**src/rtl/cacheline_adaptor_if.sv**
```systemverilog
// Cache-line side and memory-burst side signals of cacheline_adaptor.
// slave = the adaptor, master = its environment (L2/eviction buffer + memory).
interface cacheline_adaptor_if #(
  parameter int LINE_WIDTH  = 256,
  parameter int BURST_WIDTH = 64
);
  logic [LINE_WIDTH-1:0]  line_i;
  logic [31:0]            address_i;
  logic                   read_i;
  logic                   write_i;
  logic [LINE_WIDTH-1:0]  line_o;
  logic                   resp_o;
  logic [BURST_WIDTH-1:0] burst_i;
  logic [BURST_WIDTH-1:0] burst_o;
  logic [31:0]            address_o;
  logic                   read_o;
  logic                   write_o;
  logic                   resp_i;

  modport slave (
    input  line_i, address_i, read_i, write_i, burst_i, resp_i,
    output line_o, resp_o, burst_o, address_o, read_o, write_o
  );

  modport master (
    output line_i, address_i, read_i, write_i, burst_i, resp_i,
    input  line_o, resp_o, burst_o, address_o, read_o, write_o
  );
endinterface

```
**src/rtl/cacheline_adaptor.sv**
```systemverilog
// Splits 256-bit line reads/writes into BEATS-beat memory bursts, one transaction at a time.
// Optional: CACHELINE_ADAPTOR_LINE_ALIGN_EN forces latched address bits [4:0] to zero.
module cacheline_adaptor #(
  parameter int LINE_WIDTH  = 256,
  parameter int BURST_WIDTH = 64
) (
  input  logic               clk,
  input  logic               rst_n,
  cacheline_adaptor_if.slave bus
);
  localparam int BEATS = LINE_WIDTH / BURST_WIDTH;
  localparam int CW    = (BEATS > 1) ? $clog2(BEATS) : 1;

  localparam logic [1:0] IDLE  = 2'd0;
  localparam logic [1:0] READ  = 2'd1;
  localparam logic [1:0] WRITE = 2'd2;
  localparam logic [1:0] DONE  = 2'd3;

  logic [1:0]                         state;
  logic [CW-1:0]                      cnt;
  logic [BEATS-1:0][BURST_WIDTH-1:0]  wr_line;
  logic [BEATS-1:0][BURST_WIDTH-1:0]  rd_line;
  logic [31:0]                        addr_q;
  logic [31:0]                        addr_in;
  logic                               last_beat;

`ifdef CACHELINE_ADAPTOR_LINE_ALIGN_EN
  assign addr_in = bus.address_i & ~32'h0000_001F;
`else
  assign addr_in = bus.address_i;
`endif

  assign last_beat = bus.resp_i && (cnt == CW'(BEATS - 1));

  always_ff @(posedge clk or negedge rst_n) begin
    if (!rst_n) begin
      state   <= IDLE;
      cnt     <= '0;
      wr_line <= '0;
      rd_line <= '0;
      addr_q  <= '0;
    end else begin
      case (state)
        IDLE: begin
          // Write wins so evictions drain before the refill that displaced them.
          if (bus.write_i) begin
            wr_line <= bus.line_i;
            addr_q  <= addr_in;
            cnt     <= '0;
            state   <= WRITE;
          end else if (bus.read_i) begin
            addr_q  <= addr_in;
            cnt     <= '0;
            state   <= READ;
          end
        end
        READ: begin
          if (bus.resp_i) begin
            rd_line[cnt] <= bus.burst_i;
            cnt          <= cnt + CW'(1);
            if (last_beat) state <= DONE;
          end
        end
        WRITE: begin
          if (bus.resp_i) begin
            cnt <= cnt + CW'(1);
            if (last_beat) state <= DONE;
          end
        end
        DONE:    state <= IDLE;
        default: state <= IDLE;
      endcase
    end
  end

  assign bus.read_o    = (state == READ);
  assign bus.write_o   = (state == WRITE);
  assign bus.resp_o    = (state == DONE);
  assign bus.burst_o   = (state == WRITE) ? wr_line[cnt] : '0;
  assign bus.line_o    = rd_line;
  assign bus.address_o = addr_q;
endmodule
```
**src/flat_wrapper.sv**
```systemverilog
// flat-port wrapper written by rule: the top's interface ports become plain ports
module cacheline_adaptor_flat 
#(
  parameter int LINE_WIDTH  = 256,
  parameter int BURST_WIDTH = 64
)
  (clk, rst_n, bus_line_i, bus_address_i, bus_read_i, bus_write_i, bus_burst_i, bus_resp_i, bus_line_o, bus_resp_o, bus_burst_o, bus_address_o, bus_read_o, bus_write_o);
  cacheline_adaptor_if #(.LINE_WIDTH(LINE_WIDTH), .BURST_WIDTH(BURST_WIDTH)) bus_i ();
  input  logic clk;
  input  logic rst_n;
  input wire logic [$bits(bus_i.line_i)-1:0] bus_line_i;
  input wire logic [$bits(bus_i.address_i)-1:0] bus_address_i;
  input wire logic [$bits(bus_i.read_i)-1:0] bus_read_i;
  input wire logic [$bits(bus_i.write_i)-1:0] bus_write_i;
  input wire logic [$bits(bus_i.burst_i)-1:0] bus_burst_i;
  input wire logic [$bits(bus_i.resp_i)-1:0] bus_resp_i;
  output wire logic [$bits(bus_i.line_o)-1:0] bus_line_o;
  output wire logic [$bits(bus_i.resp_o)-1:0] bus_resp_o;
  output wire logic [$bits(bus_i.burst_o)-1:0] bus_burst_o;
  output wire logic [$bits(bus_i.address_o)-1:0] bus_address_o;
  output wire logic [$bits(bus_i.read_o)-1:0] bus_read_o;
  output wire logic [$bits(bus_i.write_o)-1:0] bus_write_o;
  assign bus_i.line_i = bus_line_i;
  assign bus_i.address_i = bus_address_i;
  assign bus_i.read_i = bus_read_i;
  assign bus_i.write_i = bus_write_i;
  assign bus_i.burst_i = bus_burst_i;
  assign bus_i.resp_i = bus_resp_i;
  assign bus_line_o = bus_i.line_o;
  assign bus_resp_o = bus_i.resp_o;
  assign bus_burst_o = bus_i.burst_o;
  assign bus_address_o = bus_i.address_o;
  assign bus_read_o = bus_i.read_o;
  assign bus_write_o = bus_i.write_o;
  cacheline_adaptor #(.LINE_WIDTH(LINE_WIDTH), .BURST_WIDTH(BURST_WIDTH)) u_core (.clk(clk), .rst_n(rst_n), .bus(bus_i));
endmodule
```
**config.mk**
```make
export PLATFORM = sky130hd
export DESIGN_NAME = cacheline_adaptor_flat
export DESIGN_NICKNAME = d
export VERILOG_FILES = /design/src/rtl/cacheline_adaptor_if.sv /design/src/rtl/cacheline_adaptor.sv /design/src/flat_wrapper.sv
export SDC_FILE = /design/constraint.sdc
export NUM_CORES = 1
export LEC_CHECK = 0
export CAP_MARGIN = 20
export CORE_AREA = 2 2 280 282
export DETAILED_ROUTE_END_ITERATION = 10
export DIE_AREA = 0 0 282 284
export SLEW_MARGIN = 10
export SYNTH_ARGS = -nofsm -noshare
export SYNTH_HDL_FRONTEND = slang
export SYNTH_SLANG_ARGS = --single-unit
```
**constraint.sdc**
```tcl
create_clock -name clk -period 3.75 [get_ports clk]
set_clock_uncertainty 0.2 [all_clocks]
set_input_delay 0.5625 -clock clk [delete_from_list [all_inputs] [get_ports clk]]
set_output_delay 0.5625 -clock clk [all_outputs]
set_load 0.01 [all_outputs]
```
== Yosys cells after proc, flatten, opt, wreduce, memory -nomap -nowiden ==
Index checks and enable logic that the tools add are counted.
Word-level totals
  register bits: 548
  bits in latches: 0
  bits in writable memories: 0
  memory bits (read-only): 0
  input bits: 357
  word-level logic and storage cells: 49
  memories: 0
Operators by class
  add/subtract/negate cells: 1
  multiply operators: 0
  div/mod/pow operators: 0
  $lt $le $gt $ge: 2
  equal/unequal tests: 7
  shifts and indexed selects: 0
  mux-type cells: 17
  bitwise gates (word level): 0
  reduce and logical (&&, ||, !) cells: 11
Operators with widths (count)
  256-bit bitwise mux: 1
  64-bit two-way mux: 3
  64-bit binary-select mux with 2-bit select: 1
  64-bit demux with 2-bit select: 1
  32-bit two-way mux: 2
  2-bit two-way mux: 7
  2-bit equality test, second input constant: 3
  2-bit case mux with 3 select lines: 1
  2-bit AND reduction: 3
  3-bit AND reduction: 2
  2-bit by 1-bit inequality test with 1-bit output, second input constant: 2
  2-bit case mux with 2 select lines: 1
  2-bit nonzero test: 2
  2-bit by 3-bit < comparator with 1-bit output, second input constant: 1
  3-bit inequality test, second input constant: 1
  2-bit by 1-bit adder with 2-bit output, second input constant: 1
  2-bit by 1-bit equality test with 1-bit output, second input constant: 1
  2-bit by 1-bit >= comparator with 1-bit output, second input constant: 1
  1-bit logical AND: 2
  2-bit logical NOT: 1
  2-bit OR reduction: 1

== Depth between registers and ports, before layout ==
Gate-level depths: netlist of run 1.
  depth after elaboration: 5
  depth in mapped cells: 7

== Worst setup path after synthesis of run 1 ==
OpenSTA, ideal clock, no wires.
  path kind: reg2out
  start point: reg u_core.cnt[0]
  end point: out bus_burst_o[14]
  arrival time: 1.409 ns
  setup slack: 1.578 ns
  cell stages (with the launch flop): 5
  path buffers: 2
  path through: dfrtp_1 -> buf_6 -> buf_6 -> mux4_2 -> and2_1
On the way
  longest elaborated chain between the ends: 3
Ends and longest elaborated chain
  start: declaration: line cacheline_adaptor.sv:20  | logic [CW-1:0] cnt;
  start signal: assignment: line cacheline_adaptor.sv:60  | cnt <= cnt + CW'(1);
  start signal: assignment: line cacheline_adaptor.sv:66  | cnt <= cnt + CW'(1);
  64-bit binary-select mux with 2-bit select: line cacheline_adaptor.sv:79  | assign bus.burst_o = (state == WRITE) ? wr_line[cnt] : '0;
  64-bit two-way mux (not written as such): line cacheline_adaptor.sv:79
  64-bit two-way mux: line cacheline_adaptor.sv:79
  end: declaration: line flat_wrapper.sv:19  | output wire logic [$bits(bus_i.burst_o)-1:0] bus_burst_o;
No other way between the ends. The select of a mux whose other input is x is not followed.

== Final worst setup path of run 1 ==
  start point: reg u_core.cnt[1]
  end point: out bus_burst_o[15]
The elaborated chain is that of the path after synthesis.

==> key figures, run 1 <==
Setup path
  • Crit path kind: reg -> out
  • Crit Reg-Reg Startpoint: u_core.cnt[1]
  • Worst setup SP type: flop
  • CP max FO: 44
  • Worst path depth: 4
  • Worst EP arrival: 2840 ps
  • Worst Path Required: 2990 ps
  • Crit-path max cell delay: 930 ps
  • CP top delay family: flip-flops
  • CP startpoint: u_core.cnt[1]
  • R2R depth: 5
  • Worst R2R End: u_core.bus.line_o[40]
  • R2R setup slack: about 860 ps
  • Worst-path cell chain: buf_4, mux4_2, and2_1, clkdlybuf4s50_1
  • Crit-path slowest cell: dfrtp_4
  • Setup crit end kind: output port
  • Worst path bufs/invs: 2

Power and ir drop
  • Max VDD drop: 0.526 mV
  • Power density cells: 850 mW/mm²
  • Total Power: 28,100 µW
  • Static leakage: ~0.014 µW

STA
  • WHS: approximately 300 ps
  • Slew headroom: 47.6%
  • Slew at the pin with the worst max-slew slack: 785 ps
  • Max Freq: 278 MHz
  • Fin. Hold Viols: 0
  • Final setup fails: 0
  • Minimum clock period: between 3000 and 4000 ps
  • Slew Limit Fails: 0
  • Final period utilization: a little over nine tenths

Placed design
  • Port Buf Inserts: between 700 and 800
  • Placed Area: 0.0310 mm²
  • DP HPWL: 51,800 µm
  • GP Congestion: 0.813

Clock tree
  • Clock Root Buffer: clkbuf_16
  • CTS tree: done
  • Register clock-pin slew on the reported worst setup and hold paths: about 60 ps
  • CTS H-Tree Depth: 2
  • CTS sink cnt: about 550
  • Clock Path Buffers: 3
  • Skew-Pair Late Insertion Delay: 600 ps
  • Cts bufs inserted: 61

GRT
  • Gr ovfl total: 0
  • Largest net degree at the start of global routing: 84
  • GRT Overall Usage: 17.4%
  • Vias in the first global route: approximately 16,000
  • First-pass GRT wire length: roughly 100,000 µm
  • Initial antenna violation count: 17

Floorplanning
  • Die area: 0.0801 mm²
  • I/O pins: 712
  • Starting Density: 29.3%
  • Die Ht: 284 µm
  • Core area: 0.0770 mm²
  • Die width: about 280 µm
  • # rows: 102

Synth
  • Synth Instances: 1,331
  • Syn_area_per_cell: 16.9 µm²
  • Post-Syn Nets: 1,698
  • Register area share after synthesis: 60.9%
  • Synth warn: 0
  • #FFs+latches synth: approximately 550
  • Synth Cell Area: approximately 0.023 mm²
  • Synth cell types: 18

Worst hold path
  • Worst hold-check path type: reg -> reg
  • Hold path endpoint: u_core.wr_line[152]
  • Hold path depth: 1
  • Hold Crit Start: u_core.wr_line[152]

Run status
  • Status: complete, no violations

Route
  • Via Count: 14,300
  • DRT Pass-1 Iters: 4
  • Routed WL: between 70,000 and 80,000 µm
  • Detailed-route DRC error count: 0
  • Detail Route Antenna Nets: 0
  • DR WL/cell: ~22 µm
  • DRT iter0 DRCs: 456
  • Vias per cell: 4.51

Finish
  • Final instance area: 0.0331 mm²
  • Final core utilization: 43.0%
  • Nets: 2,443
  • Area grow syn2layout: 46.8%
  • Ratio of cells with drive above 1 in the final layout: 36.0%

Job
  • Maxcap violations: 0
## metal layers
layer,wire length [µm],global-route usage (%),up-vias
li1,-,-,6282
met1,26600,19.6,7329
met2,35600,30.1,539
met3,7280,7.21,119
met4,1630,4.61,18
met5,124,0,-
## cell type report
class,count,area [µm²]
tap,1040,1300
sequential,548,13700
clock inverter,24,272
clock buffer,85,1750
timing repair buffer,759,7700
inverter,5,18.8
fill,7015,43900
antenna,9,22.5
multi-input combinational,701,8280
## worst max-delay path by stage
stage                                 end
after floorplan           bus_burst_o[14]
after global placement    bus_burst_o[18]
after detailed placement  bus_burst_o[15]
after CTS                 bus_burst_o[15]
after global routing      bus_burst_o[37]
final                     bus_burst_o[15]
## power by group
part | total [µW] | switching [µW] | internal (µW)
clock | 6030 | 2460 | 3570
combinational | 11500 | 4280 | 7230
sequential | 10600 | 1710 | 8850
total | 28100 | 8450 | 19700
## cells by family (layout without fill, tap and decap cells)
group,count (synthesis),in the layout,share of synthesized area (%)
AND/OR/NAND/NOR,74,74,2.06
multiplexers,613,613,33.8
flip-flops,548,548,60.9
AO/OA/AOI/OAI,4,4,0.117
adder cells (fa/ha/maj),10,10,0.555
other,0,9,0
buffers and inverters,82,873,2.58
## timing repair
action / 4_1_cts / 5_1_grt
hold endpoints to repair: 58 / 0
setup buffers: 0 / 0
setup endpoints to repair: 0 / 3
hold buffers: 1 / 0
gates resized for setup: 0 / 1
## synth_stat cells, drive strengths merged
master / count / area (µm²)
dfrtp: 548 / 13700
mux2: 544 / 6130
buf: 70 / 537
and2: 64 / 400
mux4: 64 / 1440
ha: 10 / 125
clkbuf: 7 / 26.3
inv: 5 / 18.8
mux2i: 5 / 50.1
nand2: 5 / 18.8
nand3: 4 / 40.0
o21ai: 2 / 10.0
a221oi: 1 / 8.76
a22oi: 1 / 7.51
nor2: 1 / 3.75
## through the flow
step / TNS [ps] / setup slack, ps / cells
6_report: 0 / 148 / 3171
5_1_grt: -0.618 / -0.618 / 3167
3_3_place_gp: 0 / 732 / 3052
4_1_cts: 0 / 44.2 / 3162
2_1_floorplan: 0 / 1580 / 1331
3_5_place_dp: 0 / 718 / 3052
## flip-flops by register name, indices dropped and copies added (netlist names)
name / count
u_core.bus.address_o: 32
u_core.bus.line_o: 256
u_core.cnt: 2
u_core.state: 2
u_core.wr_line: 256
## cells in the final DEF, fill, tap and decap left out
cell             count
clkdlybuf4s50_1    710
buf_4               29
bufinv_16            5
o21ai_2              1
dlygate4sd3_1        1
and2_1              64
clkbuf_1            11
a22oi_1              1
ha_1                 9
clkbuf_8            13
buf_12              17
buf_6                1
o21ai_0              1
mux2_2             544
clkinv_2            11
clkinvlp_4           3
nand2_1              4
nand2_4              1
a221oi_1             1
mux4_2              64
nand3_4              4
inv_1                5
clkbuf_16           61
clkinv_4             1
dfrtp_1            546
diode_2              9
ha_2                 1
inv_6                4
buf_8                1
dfrtp_4              2
mux2i_1              5
nor2_1               1
Power figures use the tool's default switching activity.
==> run 2: changes to the inputs <==
--- a/config.mk
+++ b/config.mk
@@ -9,6 +9,7 @@
 export CORE_AREA = 2 2 280 282
 export DETAILED_ROUTE_END_ITERATION = 10
 export DIE_AREA = 0 0 282 284
+export SKIP_CTS_REPAIR_TIMING = 1
 export SLEW_MARGIN = 10
 export SYNTH_ARGS = -nofsm -noshare
 export SYNTH_HDL_FRONTEND = slang
==> results of run 2 <==
No change in the layout: final DEF, timing and power equal those of run 1.
